==> src/rtl/router_input_unit.sv <==
// router_input_unit_fifo: flit store of DEPTH entries with a peekable head (pop_dat_o reads storage directly).
// Latency: a pushed flit is visible at the head one cycle after the push when the store was empty.
// Backpressure: push_rdy_o = !full, independent of a same-cycle pop; pop is honoured only when non-empty.
module router_input_unit_fifo #(
  parameter int WIDTH = 32,
  parameter int DEPTH = 4
) (
  input  logic             clk,
  input  logic             rst,
  input  logic             push_vld_i,
  output logic             push_rdy_o,
  input  logic [WIDTH-1:0] push_dat_i,
  output logic             pop_vld_o,
  input  logic             pop_rdy_i,
  output logic [WIDTH-1:0] pop_dat_o
);
  localparam int AW = (DEPTH > 1) ? $clog2(DEPTH) : 1;
  localparam int CW = AW + 1;
  localparam logic [AW-1:0] PTR_ONE  = AW'(1);
  localparam logic [CW-1:0] CNT_ONE  = CW'(1);
  localparam logic [CW-1:0] CNT_FULL = CW'(DEPTH);

  logic [WIDTH-1:0] mem_q [DEPTH];
  logic [AW-1:0]    wr_ptr_q, wr_ptr_d;
  logic [AW-1:0]    rd_ptr_q, rd_ptr_d;
  logic [CW-1:0]    count_q, count_d;
  logic             full, empty;
  logic             push_fire, pop_fire;

  assign full       = (count_q == CNT_FULL);
  assign empty      = (count_q == '0);
  assign push_rdy_o = !full;
  assign pop_vld_o  = !empty;
  assign pop_dat_o  = mem_q[rd_ptr_q];
  assign push_fire  = push_vld_i && !full;
  assign pop_fire   = pop_rdy_i && !empty;

  // Pointer and occupancy next-state; pointers wrap naturally since DEPTH is a power of two.
  always_comb begin
    wr_ptr_d = wr_ptr_q;
    rd_ptr_d = rd_ptr_q;
    count_d  = count_q;
    if (push_fire) begin
      wr_ptr_d = wr_ptr_q + PTR_ONE;
    end
    if (pop_fire) begin
      rd_ptr_d = rd_ptr_q + PTR_ONE;
    end
    case ({push_fire, pop_fire})
      2'b10:   count_d = count_q + CNT_ONE;
      2'b01:   count_d = count_q - CNT_ONE;
      default: count_d = count_q;
    endcase
  end

  // Pointer/occupancy registers; reset empties the store (contents become unreachable).
  always_ff @(posedge clk) begin
    if (!rst) begin
      wr_ptr_q <= '0;
      rd_ptr_q <= '0;
      count_q  <= '0;
    end else begin
      wr_ptr_q <= wr_ptr_d;
      rd_ptr_q <= rd_ptr_d;
      count_q  <= count_d;
    end
  end

  // Storage write; entries need no reset because the occupancy count gates every read.
  always_ff @(posedge clk) begin
    if (push_fire) begin
      mem_q[wr_ptr_q] <= push_dat_i;
    end
  end
endmodule

// router_input_unit: per-input-port front end -- buffers flits, XY-routes the head HEADER, requests one output port.
// Latency: out_req rises one cycle after a HEADER reaches the FIFO head; then one flit per cycle while granted.
// Backpressure: in_ready = !full (a same-cycle dequeue does not free a slot); head held until (grant & route) && out_ready.
// Build option: define INPUT_UNIT_PKT_COUNT_EN for a saturating forwarded-packet counter on pkt_count.
module router_input_unit #(
  parameter int DEPTH = 4,
  parameter int CUR_X = 0,
  parameter int CUR_Y = 0
) (
  input  logic        clk,
  input  logic        rst,
  input  logic [31:0] in_flit,
  input  logic        in_valid,
  output logic        in_ready,
  input  logic [4:0]  grant,
  input  logic        out_ready,
  output logic [31:0] out_flit,
  output logic [2:0]  out_flit_type,
  output logic [11:0] out_length,
  output logic [4:0]  out_req,
  output logic        err,
  output logic [15:0] pkt_count
);
  localparam logic [3:0] CX = 4'(CUR_X);
  localparam logic [3:0] CY = 4'(CUR_Y);

  localparam logic [2:0] T_HEADER = 3'b001;
  localparam logic [2:0] T_TAIL   = 3'b100;

  // One-hot output ports: bit0=L, 1=N, 2=E, 3=S, 4=W.
  localparam logic [4:0] P_L = 5'b00001;
  localparam logic [4:0] P_N = 5'b00010;
  localparam logic [4:0] P_E = 5'b00100;
  localparam logic [4:0] P_S = 5'b01000;
  localparam logic [4:0] P_W = 5'b10000;

  typedef enum logic {
    S_IDLE,
    S_ROUTE
  } state_t;

  state_t      state_q, state_d;
  logic [4:0]  route_q, route_d;
  logic [11:0] length_q, length_d;
  logic        err_q, err_d;

  logic        fifo_vld;
  logic        fifo_rdy;
  logic [31:0] head_flit;
  logic [2:0]  head_type;
  logic        deq;
  logic        tail_deq;
  logic [4:0]  req;
  logic [4:0]  xy_route;
  logic [4:0]  dx_diff;
  logic [4:0]  dy_diff;

  router_input_unit_fifo #(
    .WIDTH (32),
    .DEPTH (DEPTH)
  ) u_fifo (
    .clk        (clk),
    .rst        (rst),
    .push_vld_i (in_valid),
    .push_rdy_o (fifo_rdy),
    .push_dat_i (in_flit),
    .pop_vld_o  (fifo_vld),
    .pop_rdy_i  (deq),
    .pop_dat_o  (head_flit)
  );

  assign head_type = head_flit[31:29];

  // XY decode of the head flit: X is resolved first, then Y (Y grows southward).
  // Differences are taken one bit wider so the top bit is a borrow (dst < cur).
  always_comb begin
    dx_diff  = {1'b0, head_flit[28:25]} - {1'b0, CX};
    dy_diff  = {1'b0, head_flit[24:21]} - {1'b0, CY};
    xy_route = P_L;
    if (dx_diff != 5'd0) begin
      xy_route = dx_diff[4] ? P_W : P_E;
    end else if (dy_diff != 5'd0) begin
      xy_route = dy_diff[4] ? P_N : P_S;
    end
  end

  // Packet FSM: IDLE latches the route of a head HEADER (or discards stray flits), ROUTE streams to the granted port.
  always_comb begin
    state_d  = state_q;
    route_d  = route_q;
    length_d = length_q;
    err_d    = err_q;
    deq      = 1'b0;
    tail_deq = 1'b0;
    req      = 5'b00000;
    case (state_q)
      S_IDLE: begin
        if (fifo_vld) begin
          if (head_type == T_HEADER) begin
            // Header stays in the FIFO; it is the first flit forwarded in ROUTE.
            route_d  = xy_route;
            length_d = head_flit[11:0];
            state_d  = S_ROUTE;
          end else begin
            deq   = 1'b1;
            err_d = 1'b1;
          end
        end
      end
      S_ROUTE: begin
        if (fifo_vld) begin
          req = route_q;
          // Only the grant bit of our own routed port counts.
          if ((|(grant & route_q)) && out_ready) begin
            deq = 1'b1;
            if (head_type == T_TAIL) begin
              tail_deq = 1'b1;
              route_d  = 5'b00000;
              state_d  = S_IDLE;
            end
          end
        end
      end
      default: begin
        state_d = S_IDLE;
      end
    endcase
  end

  // FSM and route/length/error registers; reset drops any partial packet.
  always_ff @(posedge clk) begin
    if (!rst) begin
      state_q  <= S_IDLE;
      route_q  <= 5'b00000;
      length_q <= 12'd0;
      err_q    <= 1'b0;
    end else begin
      state_q  <= state_d;
      route_q  <= route_d;
      length_q <= length_d;
      err_q    <= err_d;
    end
  end

  assign in_ready      = fifo_rdy;
  assign out_flit      = fifo_vld ? head_flit : 32'd0;
  assign out_flit_type = out_flit[31:29];
  assign out_length    = length_q;
  assign out_req       = req;
  assign err           = err_q;

`ifdef INPUT_UNIT_PKT_COUNT_EN
  logic [15:0] pkt_cnt_q, pkt_cnt_d;

  // Forwarded-packet count: one per TAIL leaving in ROUTE, saturating at all-ones.
  always_comb begin
    pkt_cnt_d = pkt_cnt_q;
    if (tail_deq && (pkt_cnt_q != 16'hFFFF)) begin
      pkt_cnt_d = pkt_cnt_q + 16'd1;
    end
  end

  // Counter register.
  always_ff @(posedge clk) begin
    if (!rst) begin
      pkt_cnt_q <= 16'd0;
    end else begin
      pkt_cnt_q <= pkt_cnt_d;
    end
  end

  assign pkt_count = pkt_cnt_q;
`else
  logic pkt_cnt_unused;
  assign pkt_cnt_unused = tail_deq;
  assign pkt_count      = 16'd0;
`endif
endmodule

==> config.mk <==
export PLATFORM = sky130hd
export DESIGN_NAME = router_input_unit
export DESIGN_NICKNAME = d
export VERILOG_FILES = /design/src/rtl/router_input_unit.sv
export SDC_FILE = /design/constraint.sdc
export NUM_CORES = 1
export LEC_CHECK = 0
export ABC_AREA = 1
export CELL_PAD_IN_SITES_DETAIL_PLACEMENT = 1
export CELL_PAD_IN_SITES_GLOBAL_PLACEMENT = 2
export CORE_ASPECT_RATIO = 0.8
export CORE_MARGIN = 2
export CORE_UTILIZATION = 31
export CTS_CLUSTER_DIAMETER = 200
export DETAILED_ROUTE_END_ITERATION = 7
export PLACE_DENSITY = 0.76
export SLEW_MARGIN = 25
export SYNTH_ARGS = -nofsm -noshare
export SYNTH_HDL_FRONTEND = slang
export SYNTH_HIERARCHICAL = 1
export SYNTH_SLANG_ARGS = --single-unit
==> constraint.sdc <==
create_clock -name clk -period 3.36 [get_ports clk]
set_input_delay 1.008 -clock clk [delete_from_list [all_inputs] [get_ports clk]]
set_output_delay 1.008 -clock clk [all_outputs]
set_load 0.01 [all_outputs]
# Yosys cells after proc, flatten, opt, wreduce, memory -nomap -nowiden
# Memories as Yosys holds them, arrays and structs flattened. A register that Yosys moved wholly into a read port is not among the register bits.
# Index checks and enable logic that the tools add are counted.
# word_totals
mem_count	1
ramBits	128
out_inout_bits	70
elab_cells	66
regBits	26
inputBits	41
# memory_table
memory	depth	word_bits	rd	rd_clocked_by_memory_dff	write_ports	line_no	text
u_fifo.mem_q	4	32	1	1	1	23	logic [WIDTH-1:0] mem_q [DEPTH];
# classes
n_eq_ne	10
muxes	27
reduce_logical	13
n_bitwise	4
n_addsub	4
# op_table
op	n
two-way mux 5 bit	7
two-way mux 32 bit	1
two-way mux 1 bit	11
case mux 5 bit (2 select lines)	1
nonzero test 5 bit	2
two-way mux 4 bit	2
== test 3 bit, second input constant	2
!= test 2 bit, second input constant	3
case mux 3 bit (2 select lines)	1
AND reduction 3 bit	2
AND 5 bit	1
AND reduction 5 bit	1
OR reduction 5 bit	1
adder 2 x 1 -> 2 bit, second input constant	2
two-way mux 2 bit	2
!= test 2 x 1 -> 1 bit, second input constant	2
case mux 1 bit (2 select lines)	2
adder 3 x 1 -> 3 bit, second input constant	1
== test 3 x 1 -> 1 bit, second input constant	1
logical AND 1 bit	3
zero test 3 bit	1
inverter 1 bit	3
subtractor 3 x 1 -> 3 bit, second input constant	1
== test 2 x 1 -> 1 bit, second input constant	1
3 further kinds	4

# Logic depth before layout (Yosys ltp)
# Gate-level depths: netlist of run 1.
# logic_depth
word_depth	9
ltp_mapped	20
mapped_depth_nobuf	18

# By module
# The synthesis of run 1 kept the hierarchy.
# by_module_without_submodules
module	n_inst	cells_each	area_per_inst_um2
router_input_unit_fifo	1	377	5268.8
router_input_unit	1	197	1164.9

# Worst setup path before layout of run 1
# OpenSTA, ideal clock, no wires.
# synth_path
path_type	in2reg
from	in in_valid
to	mem u_fifo.mem_q[0][0], enable pin
cell_stages	2
slack_ns	0.506
t_arrival_ns	2.433
setup_ns	0.421
cell_sequence	nand2_4 > nor2_1
# synth_via
elab_chain_len	3
# synth_rtl
item	line_no	text
start, declared	89	input logic in_valid,
logical AND 1 bit	35	assign push_fire = push_vld_i && !full;
two-way mux 1 bit	71	if (push_fire) begin
two-way mux 1 bit (not written as such)	72	mem_q[wr_ptr_q] <= push_dat_i;
end, declared	23	
# Every way passes these cells.

==> flow_metrics.py, run 1 <==
metrics = {
    "grt": {
        "grt_pass1_vias": 4652,
        "grt_use_total": 0.1562,
        "grt_pass1_wl_mm": 25.58,
        "overflow": 0,
        "antenna_found_initial": 0,
        "grt_max_degree": 65,
    },
    "cts": {
        "cts_htree_levels": 4,
        "cts_buffer_depth": 2,
        "cts_tree": "built",
        "clkSinkCount": 154,
        "clk_latency_ns": 0.43,
        "clockRootBuffer": "clkbuf_16",
        "cts.clk_slew.worst_paths_ns": 0.06,
        "cts_buffers": 17,
    },
    "drt": {
        "wl_met1_mm": 7.432,
        "ant_nets": 0,
        "drc": 0,
        "post_drt_wl_per_cell_um": 17.31,
        "finalWirelength_mm": 16.41,
        "dr.pass1.iters": 4,
        "drtIter0Drc": 216,
        "vias": 4457,
        "via_per_inst": 4.701,
        "top_layer_used": "met4",
        "dr_wl_met2_mm": 8.018,
        "wl_met3_um": 703,
    },
    "sta": {
        "finalSetupViolCount": 0,
        "timing_hold_violations_final": 0,
        "finalClockSkew_ns": 0.01017,
        "worst_pin_slew_ns": 0.7425,
        "rsz0062_at_grt": "no",
        "slew-limit-headroom": 0.5035,
        "fin_crit_sh": 0.9600,
        "clock.fmax_mhz": 310.0,
        "finalCriticalPeriod_ns": 3.226,
        "hold_ws_ns": 0.4628,
        "maxSlewViolCount": 0,
    },
    "setup_path": {
        "crit_end": "out_flit[2]",
        "cp-end-kind": "output pin",
        "reg2reg_depth": 20,
        "worstSetupStartpointType": "flop",
        "rrSetupSlack_ns": 0.33,
        "r2r-end": "u_fifo/count_q[2]",
        "critPathArrivalTime_ns": 2.22,
        "path_max_fanout": 36,
        "critPathRequiredTime_ns": 2.35,
        "crit_type": "reg -> out",
    },
    "outcome": {
        "status": "completed",
    },
    "yosys": {
        "ys_seq_area_frac": 0.6783,
        "yosysWarnings": 6,
        "syn_area_um2": 6434,
        "syn-instance-count": 574,
        "synth_mux_area_frac": 0,
        "synthXorXnorAreaFrac": 0,
        "avgSynthCellArea_um2": 11.21,
        "synth-seq-cells": 154,
        "yosysUniqueCellTypes": 27,
        "synth_top_area_share": 0.5974,
        "yosys.area_share.simple": 0.1145,
        "synth_area_leader_cell": "edfxtp_1",
        "synth_area_leaders": "edfxtp_1 60%, dfxtp_1 8.1%, nor2_1 6.2%",
        "synth_compound_area_frac": 0.1009,
        "synth-adder-area-share": 0.01284,
        "synth_top_family_by_area": "simple AND/OR/NAND/NOR gates",
    },
    "finish": {
        "diodes": 0,
        "final_nets": 715,
        "nFillCells": 2246,
        "final_area_um2": 8193,
        "area_delta_synth_final_pct": 27.34,
        "fin_util": 0.3992,
        "layout_common_cells": "128 x edfxtp_1, 103 x nor2_1, 90 x clkdlybuf4s50_1",
        "multi_input_area_um2": 1592,
        "mostFrequentLayoutCell": "edfxtp_1",
        "drive_gt1_frac": 0.08542,
        "seqCellArea_um2": 4368,
    },
    "floorplanning": {
        "die_h_um": 132.9,
        "ios": 111,
        "die_x_um": 165.1,
        "core_area_um2": 20520,
        "die_area_um2": 21930,
        "start_util": 0.3135,
        "row_count": 47,
    },
    "pwr": {
        "leakagePower_nw": 3.110,
        "power.density_nw_per_um2": 807.7,
        "ir_drop_mv": 0.3874,
    },
    "place": {
        "place_congestion": 0.7425,
        "dp_hpwl_mm": 10.33,
        "place_area_um2": 7575,
        "port_buffers": 90,
    },
    "job": {
        "drv_cap": 0,
    },
    "hold_path": {
        "hold_class": "reg -> reg",
    },
}
## flip-flops by register name, summed over array words and instances, names as in the netlist, named ones only
signal / flops
out_length: 12
route_q: 3
u_fifo/wr_ptr_q: 2
u_fifo/rd_ptr_q: 2
u_fifo/count_q: 3
err: 1
state_q: 1
u_fifo/mem_q: 128
## cells in the mapped netlist
library cell and number:
a21oi_1 9, a21oi_2 1, buf_2 6, buf_4 26
buf_6 10, clkbuf_1 5, conb_1 1, dfxtp_1 26
edfxtp_1 128, fa_1 1, ha_1 5, inv_1 58
inv_2 3, inv_8 1, nand2_1 56, nand2_2 2
nand2_4 1, nand3_1 12, nand4_1 1, nor2_1 107
nor2_2 1, nor3_1 1, nor3_4 1, nor3b_1 1
o21ai_0 51, o21ai_1 28, o22ai_1 32
## report_power, final
part	switching [mW]	internal [mW]	leakage, nW	total, mW
registers	0.109	2.32	1.39	2.43
logic	1.37	1.04	1.46	2.40
clock network	0.714	1.07	0.266	1.79
## critical path: stages (launching register included)
cell,delay [ns]
dfxtp_4,0.45
buf_12,0.22
o21ai_0,0.18
o22ai_2,0.25
nand2_1,0.08
inv_1,0.06
clkdlybuf4s50_1,0.53
## through the flow
step	std cells	worst slack, ns	TNS [ns]	power (mW)
after floorplan	591	0.5056	0	3.752
after CTS	945	0.005867	0	6.677
after global routing	948	0.01070	0	7.007
after detailed placement	915	-0.08772	-0.08772	4.854
final	948	0.1342	0	6.617
after global placement	915	-0.05699	-0.05699	4.779
## how the worst min path moves through the flow
stage | slack [ns] | from | depth (start not counted) | to
2_1_floorplan | 0.46 | u_fifo/rd_ptr_q[1] | 2 | flop
3_3_place_gp | 0.45 | err | 2 | err
3_5_place_dp | 0.46 | err | 2 | err
4_1_cts | 0.47 | err | 2 | err
5_1_grt | 0.48 | err | 2 | err
6_report | 0.46 | err | 2 | err
## what timing repair did
action | 4_1_cts | 5_1_grt
buffers inserted | 0 | 3
setup endpoints to repair | 14 | 14
resized for setup | 5 | 7
hold buffers | 0 | 0
cloned | 0 | 0
## metal layers
layer / track usage / vias up
met1: 0.1983 / 2210
met5: 0 / -
met2: 0.2595 / 108
li1: - / 2119
met3: 0.03605 / 20
met4: 0.05845 / 0
## layout make-up
class	instances	share of cell area
multi-input cells	328	0.1943
clock buffers	20	0.05330
inverters	62	0.03070
repair buffers	105	0.1349
clock inverters	10	0.01268
well taps	269	0.04108
flip-flops and latches	154	0.5331
## cells by family (layout without fill, tap and decap cells)
kind of cell,Yosys count,count (layout)
flip-flops,154,154
other,1,18
adder cells (fa/ha/maj),6,6
buffers and inverters,109,197
AND/OR/NAND/NOR,183,183
AO/OA/AOI/OAI,121,121
No activity file was read; power rests on OpenSTA's default activity.
==> run 2, diff against run 1 <==
--- a/config.mk
+++ b/config.mk
@@ -6,6 +6,7 @@
 export NUM_CORES = 1
 export LEC_CHECK = 0
 export ABC_AREA = 1
+export CAP_MARGIN = 15
 export CELL_PAD_IN_SITES_DETAIL_PLACEMENT = 1
 export CELL_PAD_IN_SITES_GLOBAL_PLACEMENT = 2
 export CORE_ASPECT_RATIO = 0.8
==> constraint.sdc (replaced) <==
create_clock -name clk -period 3.36 [get_ports clk]
set_input_delay 0.672 -clock clk [delete_from_list [all_inputs] [get_ports clk]]
set_output_delay 0.672 -clock clk [all_outputs]
set_load 0.01 [all_outputs]
==> run 2 against run 1 <==
Compared with the run above: clock skew shrank 0.0056 ns; critical path depth rose by 1; worst setup slack improved by 0.095 ns; utilization shrank 0.11 points; non-clock buffer count down 4; design area is 0.27% lower; routed wire length shrank 1.4%; hold slack improved by 0.012 ns; critical path type unchanged.
==> flow_metrics.py, run 2 (synthesis gave the netlist of run 1 again) <==
metrics = {
    "outcome": {
        "status": "completed",
    },
    "sta": {
        "finalClockSkew_ns": 0.004538,
        "finalSetupViolCount": 0,
        "setup_slack_ns": 0.2292,
        "maxSlewViolCount": 0,
        "slew-limit-headroom": 0.4761,
        "timing_hold_violations_final": 0,
        "clock.fmax_mhz": 319.4,
        "fin_crit_sh": 0.9318,
        "worst_pin_slew_ns": 0.7834,
        "finalCriticalPeriod_ns": 3.131,
        "setup_tns_ns": 0,
        "rsz0062_at_grt": "no",
    },
    "place": {
        "dp_hpwl_mm": 10.25,
        "preCtsSetupSlack_ns": 0.2501,
        "place_congestion": 0.7329,
        "port_buffers": 90,
    },
    "setup_path": {
        "path_depth": 7,
        "cp-end-kind": "output pin",
        "reg2reg_depth": 18,
        "rrSetupSlack_ns": 0.46,
        "path_delay_family": "buffers and inverters",
        "cp_slowest_stage_delay_ns": 0.53,
        "crit_type": "reg -> out",
        "crit_chain": "inv_2 > buf_6 > o21ai_0 > o22ai_1 > nand2_1 > inv_1 > clkdlybuf4s50_1",
        "worstSetupStartpointType": "flop",
        "slowest_stage": "clkdlybuf4s50_1",
        "critPathRequiredTime_ns": 2.69,
        "path_buf_inv": 4,
        "path_max_fanout": 25,
        "critPathArrivalTime_ns": 2.46,
    },
    "drt": {
        "drc": 0,
        "drtIter0Drc": 229,
        "dr.pass1.iters": 4,
        "ant_nets": 0,
        "wl_met3_um": 832,
        "wl_met1_mm": 7.363,
        "top_layer_used": "met4",
        "finalWirelength_mm": 16.18,
        "post_drt_wl_per_cell_um": 17.09,
        "vias": 4400,
        "dr_wl_met2_mm": 7.718,
        "via_per_inst": 4.646,
    },
    "floorplanning": {
        "die_h_um": 132.9,
        "row_count": 47,
        "core_area_um2": 20520,
        "start_util": 0.3135,
        "ios": 111,
        "die_x_um": 165.1,
        "die_area_um2": 21930,
    },
    "pwr": {
        "leakagePower_nw": 3.102,
        "ir_drop_mv": 0.3426,
        "power.density_nw_per_um2": 818.8,
    },
    "finish": {
        "top_register": "u_fifo/mem_q",
        "final_nets": 712,
        "largest_reg_flops": 128,
        "drive_gt1_frac": 0.08407,
        "diodes": 0,
        "seqCellArea_um2": 4368,
        "area_delta_synth_final_pct": 26.99,
        "fin_util": 0.3981,
        "mostFrequentLayoutCell": "edfxtp_1",
        "nFillCells": 2232,
        "layout_common_cells": "128 x edfxtp_1, 103 x nor2_1, 90 x clkdlybuf4s50_1",
        "multi_input_area_um2": 1567,
    },
    "grt": {
        "grt_pass1_vias": 4669,
        "grt_pass1_wl_mm": 25.47,
        "antenna_found_initial": 0,
        "grt_use_total": 0.1535,
        "grt_max_degree": 65,
        "overflow": 0,
    },
    "cts": {
        "cts_htree_levels": 4,
        "cts_tree": "built",
        "clockRootBuffer": "clkbuf_16",
        "cts_setup_buffers": 0,
        "clk_latency_ns": 0.42,
        "clkSinkCount": 154,
        "cts_buffer_depth": 2,
        "hold_buffers": 0,
        "cts.clk_slew.worst_paths_ns": 0.06,
        "cts_buffers": 17,
    },
    "hold_path": {
        "hold_depth": 2,
        "hold_class": "reg -> reg",
    },
    "job": {
        "drv_cap": 0,
    },
}
[run 2: cell count changes in the layout (fill, tap and decap cells not counted), sizes merged]
cell and change:
clkinvlp +1, clkinv +1, buf -4, bufinv +1
[run 2: worst paths after layout]
check,start,endpoint
setup / recovery,flop,out_flit[0]
hold / removal,err,err
setup reg to reg,flop,u_fifo/count_q[2]
hold reg to reg,err,err
[run 2: worst min-delay path, stage by stage, from the launching register on]
cell and delay, ns:
dfxtp_1 0.32, inv_1 0.05, a21oi_1 0.06
[run 2: layer usage]
metal / GRT usage / vias to the layer above
met4: 0.04831 / 0
met1: 0.1995 / 2153
li1: - / 2103
met2: 0.2539 / 126
met3: 0.03574 / 18
met5: 0 / -
[run 2: timing repair]
item / CTS / global route
gates resized for setup: 0 / 4
hold endpoints to repair: 0 / 0
endpoints found under the setup margin: 0 / 14
[run 2: cell type report]
class                           count  area share
Multi-Input combinational cell    328      0.1917
Timing Repair Buffer              101      0.1274
Tap cell                          269     0.04119
Sequential cell                   154      0.5346
Clock buffer                       20     0.05590
Timing Repair inverter              1    0.001072
Inverter                           62     0.03002
Clock inverter                     12     0.01807
[run 2: power by group]
group	switching (mW)	leakage, nW	internal [mW]	total (mW)
logic	1.34	1.42	0.975	2.32
registers	0.124	1.39	2.32	2.44
clock network	0.731	0.297	1.20	1.93
[run 2: stage by stage]
step	area (um^2)	power, mW	hold WS (ns)	std cells
after global routing	8170	7.099	0.5029	947
after detailed placement	7542	4.808	0.4642	914
after CTS	8147	6.766	0.4735	946
final	8170	6.690	0.4746	947
after global placement	7542	4.740	0.4549	914
after floorplan	6497	3.752	0.4622	591
==> run 3, diff against run 2 <==
--- a/config.mk
+++ b/config.mk
@@ -10,11 +10,11 @@
 export CELL_PAD_IN_SITES_DETAIL_PLACEMENT = 1
 export CELL_PAD_IN_SITES_GLOBAL_PLACEMENT = 2
 export CORE_ASPECT_RATIO = 0.8
-export CORE_MARGIN = 2
 export CORE_UTILIZATION = 31
 export CTS_CLUSTER_DIAMETER = 200
 export DETAILED_ROUTE_END_ITERATION = 7
 export PLACE_DENSITY = 0.76
+export REMOVE_ABC_BUFFERS = 1
 export SLEW_MARGIN = 25
 export SYNTH_ARGS = -nofsm -noshare
 export SYNTH_HDL_FRONTEND = slang
==> run 3 against run 2 <==
Compared with the run above: sequential power about the same; critical path type unchanged; largest power group unchanged; hold slack worse by 0.0099 ns; largest cell class unchanged; critical endpoint is now out_flit[26]; worst setup slack worse by 0.016 ns; non-clock buffer count up 2.
==> flow_metrics.py, run 3 (synthesis gave the netlist of run 1 again) <==
metrics = {
    "outcome": {
        "status": "completed",
    },
    "grt": {
        "grt_pass1_wl_mm": 25.06,
        "grt_pass1_vias": 4606,
        "overflow": 0,
        "grt_max_degree": 40,
        "grt_use_total": 0.1605,
        "antenna_found_initial": 1,
    },
    "sta": {
        "finalCriticalPeriod_ns": 3.147,
        "setup_slack_ns": 0.2128,
        "slew-limit-headroom": 0.4404,
        "rsz0062_at_grt": "no",
        "maxSlewViolCount": 0,
        "fin_crit_sh": 0.9367,
        "timing_hold_violations_final": 0,
        "worst_pin_slew_ns": 0.8367,
        "finalSetupViolCount": 0,
        "hold_ws_ns": 0.4648,
        "finalClockSkew_ns": 0.007914,
        "clock.fmax_mhz": 317.7,
    },
    "hold_path": {
        "hold_depth": 2,
        "hold_class": "reg -> reg",
        "min_to": "err",
        "hp-start": "err",
    },
    "finish": {
        "diodes": 0,
        "final_area_um2": 8099,
        "drive_gt1_frac": 0.07953,
        "seqCellArea_um2": 4369,
        "top_register": "u_fifo/mem_q",
        "area_delta_synth_final_pct": 25.88,
        "nFillCells": 2200,
        "layout_common_cells": "128 x edfxtp_1, 103 x nor2_1, 90 x clkdlybuf4s50_1",
        "mostFrequentLayoutCell": "edfxtp_1",
        "multi_input_area_um2": 1567,
        "final_nets": 713,
        "largest_reg_flops": 128,
        "fin_util": 0.4032,
    },
    "setup_path": {
        "cp_slowest_stage_delay_ns": 0.52,
        "slowest_stage": "clkdlybuf4s50_1",
        "crit_type": "reg -> out",
        "crit_chain": "clkinv_2 > buf_4 > o21ai_1 > o22ai_1 > nand2_1 > inv_1 > clkdlybuf4s50_1",
        "reg2reg_depth": 17,
        "worstSetupStartpointType": "flop",
        "critPathRequiredTime_ns": 2.69,
        "critPathArrivalTime_ns": 2.48,
        "cp-end-kind": "output pin",
        "rrSetupSlack_ns": 0.39,
        "r2r-end": "u_fifo/count_q[2]",
        "path_max_fanout": 17,
    },
    "place": {
        "place_area_um2": 7531,
        "place_congestion": 0.7254,
        "preCtsSetupSlack_ns": 0.1818,
        "port_buffers": 90,
        "dp_hpwl_mm": 10.68,
    },
    "cts": {
        "cts_htree_levels": 4,
        "cts_buffers": 17,
        "cts_tree": "built",
        "cts.clk_slew.worst_paths_ns": 0.06,
        "clkSinkCount": 154,
        "cts_buffer_depth": 2,
        "clk_latency_ns": 0.41,
        "clockRootBuffer": "clkbuf_16",
    },
    "drt": {
        "drtIter0Drc": 166,
        "finalWirelength_mm": 16.44,
        "drc": 0,
        "vias": 4410,
        "ant_nets": 0,
        "via_per_inst": 4.677,
        "dr.pass1.iters": 4,
        "post_drt_wl_per_cell_um": 17.44,
    },
    "pwr": {
        "power_frac_comb": 0.354,
        "leakagePower_nw": 3.076,
        "power.density_nw_per_um2": 808.4,
        "clock_power_share": 0.274,
        "internal-power_mw": 4.374,
        "ir_drop_mv": 0.3443,
        "p_sw_mw": 2.173,
        "swShare": 0.3319,
        "seq_power_share": 0.372,
    },
    "floorplanning": {
        "start_util": 0.3203,
        "die_area_um2": 21340,
        "ios": 111,
        "die_x_um": 163.1,
        "core_area_um2": 20090,
        "row_count": 46,
        "die_h_um": 130.9,
    },
    "job": {
        "drv_cap": 0,
    },
}
run 3: changes by cell type in the layout (fill, tap and decap cells not counted), moves of 2 or more:
cell	change
clkbuf_1	+4
buf_4	+3
clkbuf_8	-2
clkinv_4	-2
run 3: area by class of cell:
cell class / instances / area share
sequential: 154 / 0.5395
multi-input combinational: 328 / 0.1934
timing repair buffer: 103 / 0.1288
clock buffer: 22 / 0.05484
tap: 264 / 0.04078
inverter: 62 / 0.02982
clock inverter: 10 / 0.01282
run 3: per-layer routing:
metal  vias to the layer above  global-route usage  wire, um  share of wire
met5                         -                   0        13        0.00079
met3                        24             0.04451       722          0.044
met4                         2             0.05223       246          0.015
met2                       103              0.2791      8106           0.49
li1                       2108                   -         -              -
met1                      2173              0.1933      7353           0.45
run 3: worst max path at each step:
stage / slack (ns) / cells after the start / to
floorplan: -0.002 / 17 / u_fifo/count_q[2]
global placement: 0.28 / 17 / u_fifo/count_q[2]
detailed placement: 0.18 / 16 / u_fifo/count_q[2]
CTS: 0.08 / 7 / out_flit[4]
global route: 0.03 / 7 / out_flit[26]
finish: 0.21 / 7 / out_flit[26]
run 3: what timing repair did:
action,CTS,global route
hold endpoints to repair,0,0
endpoints found under the setup margin,17,14
hold buffers,0,0
gates cloned,0,0
resized for setup,2,2
setup buffers,0,1
run 3: power groups by stage:
| stage | sequential [mW] | combinational (mW) | clock [mW] |
|---|---|---|---|
| after floorplan | 2.50 | 1.08 | 0 |
| after global placement | 2.47 | 2.25 | 0 |
| after detailed placement | 2.49 | 2.32 | 0 |
| after CTS | 2.45 | 2.34 | 1.84 |
| after global routing | 2.46 | 2.56 | 1.90 |
| final | 2.44 | 2.32 | 1.79 |
run 3: critical path: cells and delay by family, from the launching register on:
kind,cells,cell delay (ns)
AO/OA/AOI/OAI,2,0.35
buffers and inverters,4,1.17
flip-flops,1,0.41
AND/OR/NAND/NOR,1,0.11
run 3: stage by stage:
stage                     instances  power (mW)  setup TNS [ns]
after floorplan                 544       3.575       -0.002137
after global placement          910       4.719               0
after detailed placement        910       4.807               0
after CTS                       942       6.621               0
after global routing            943       6.925               0
final                           943       6.547               0
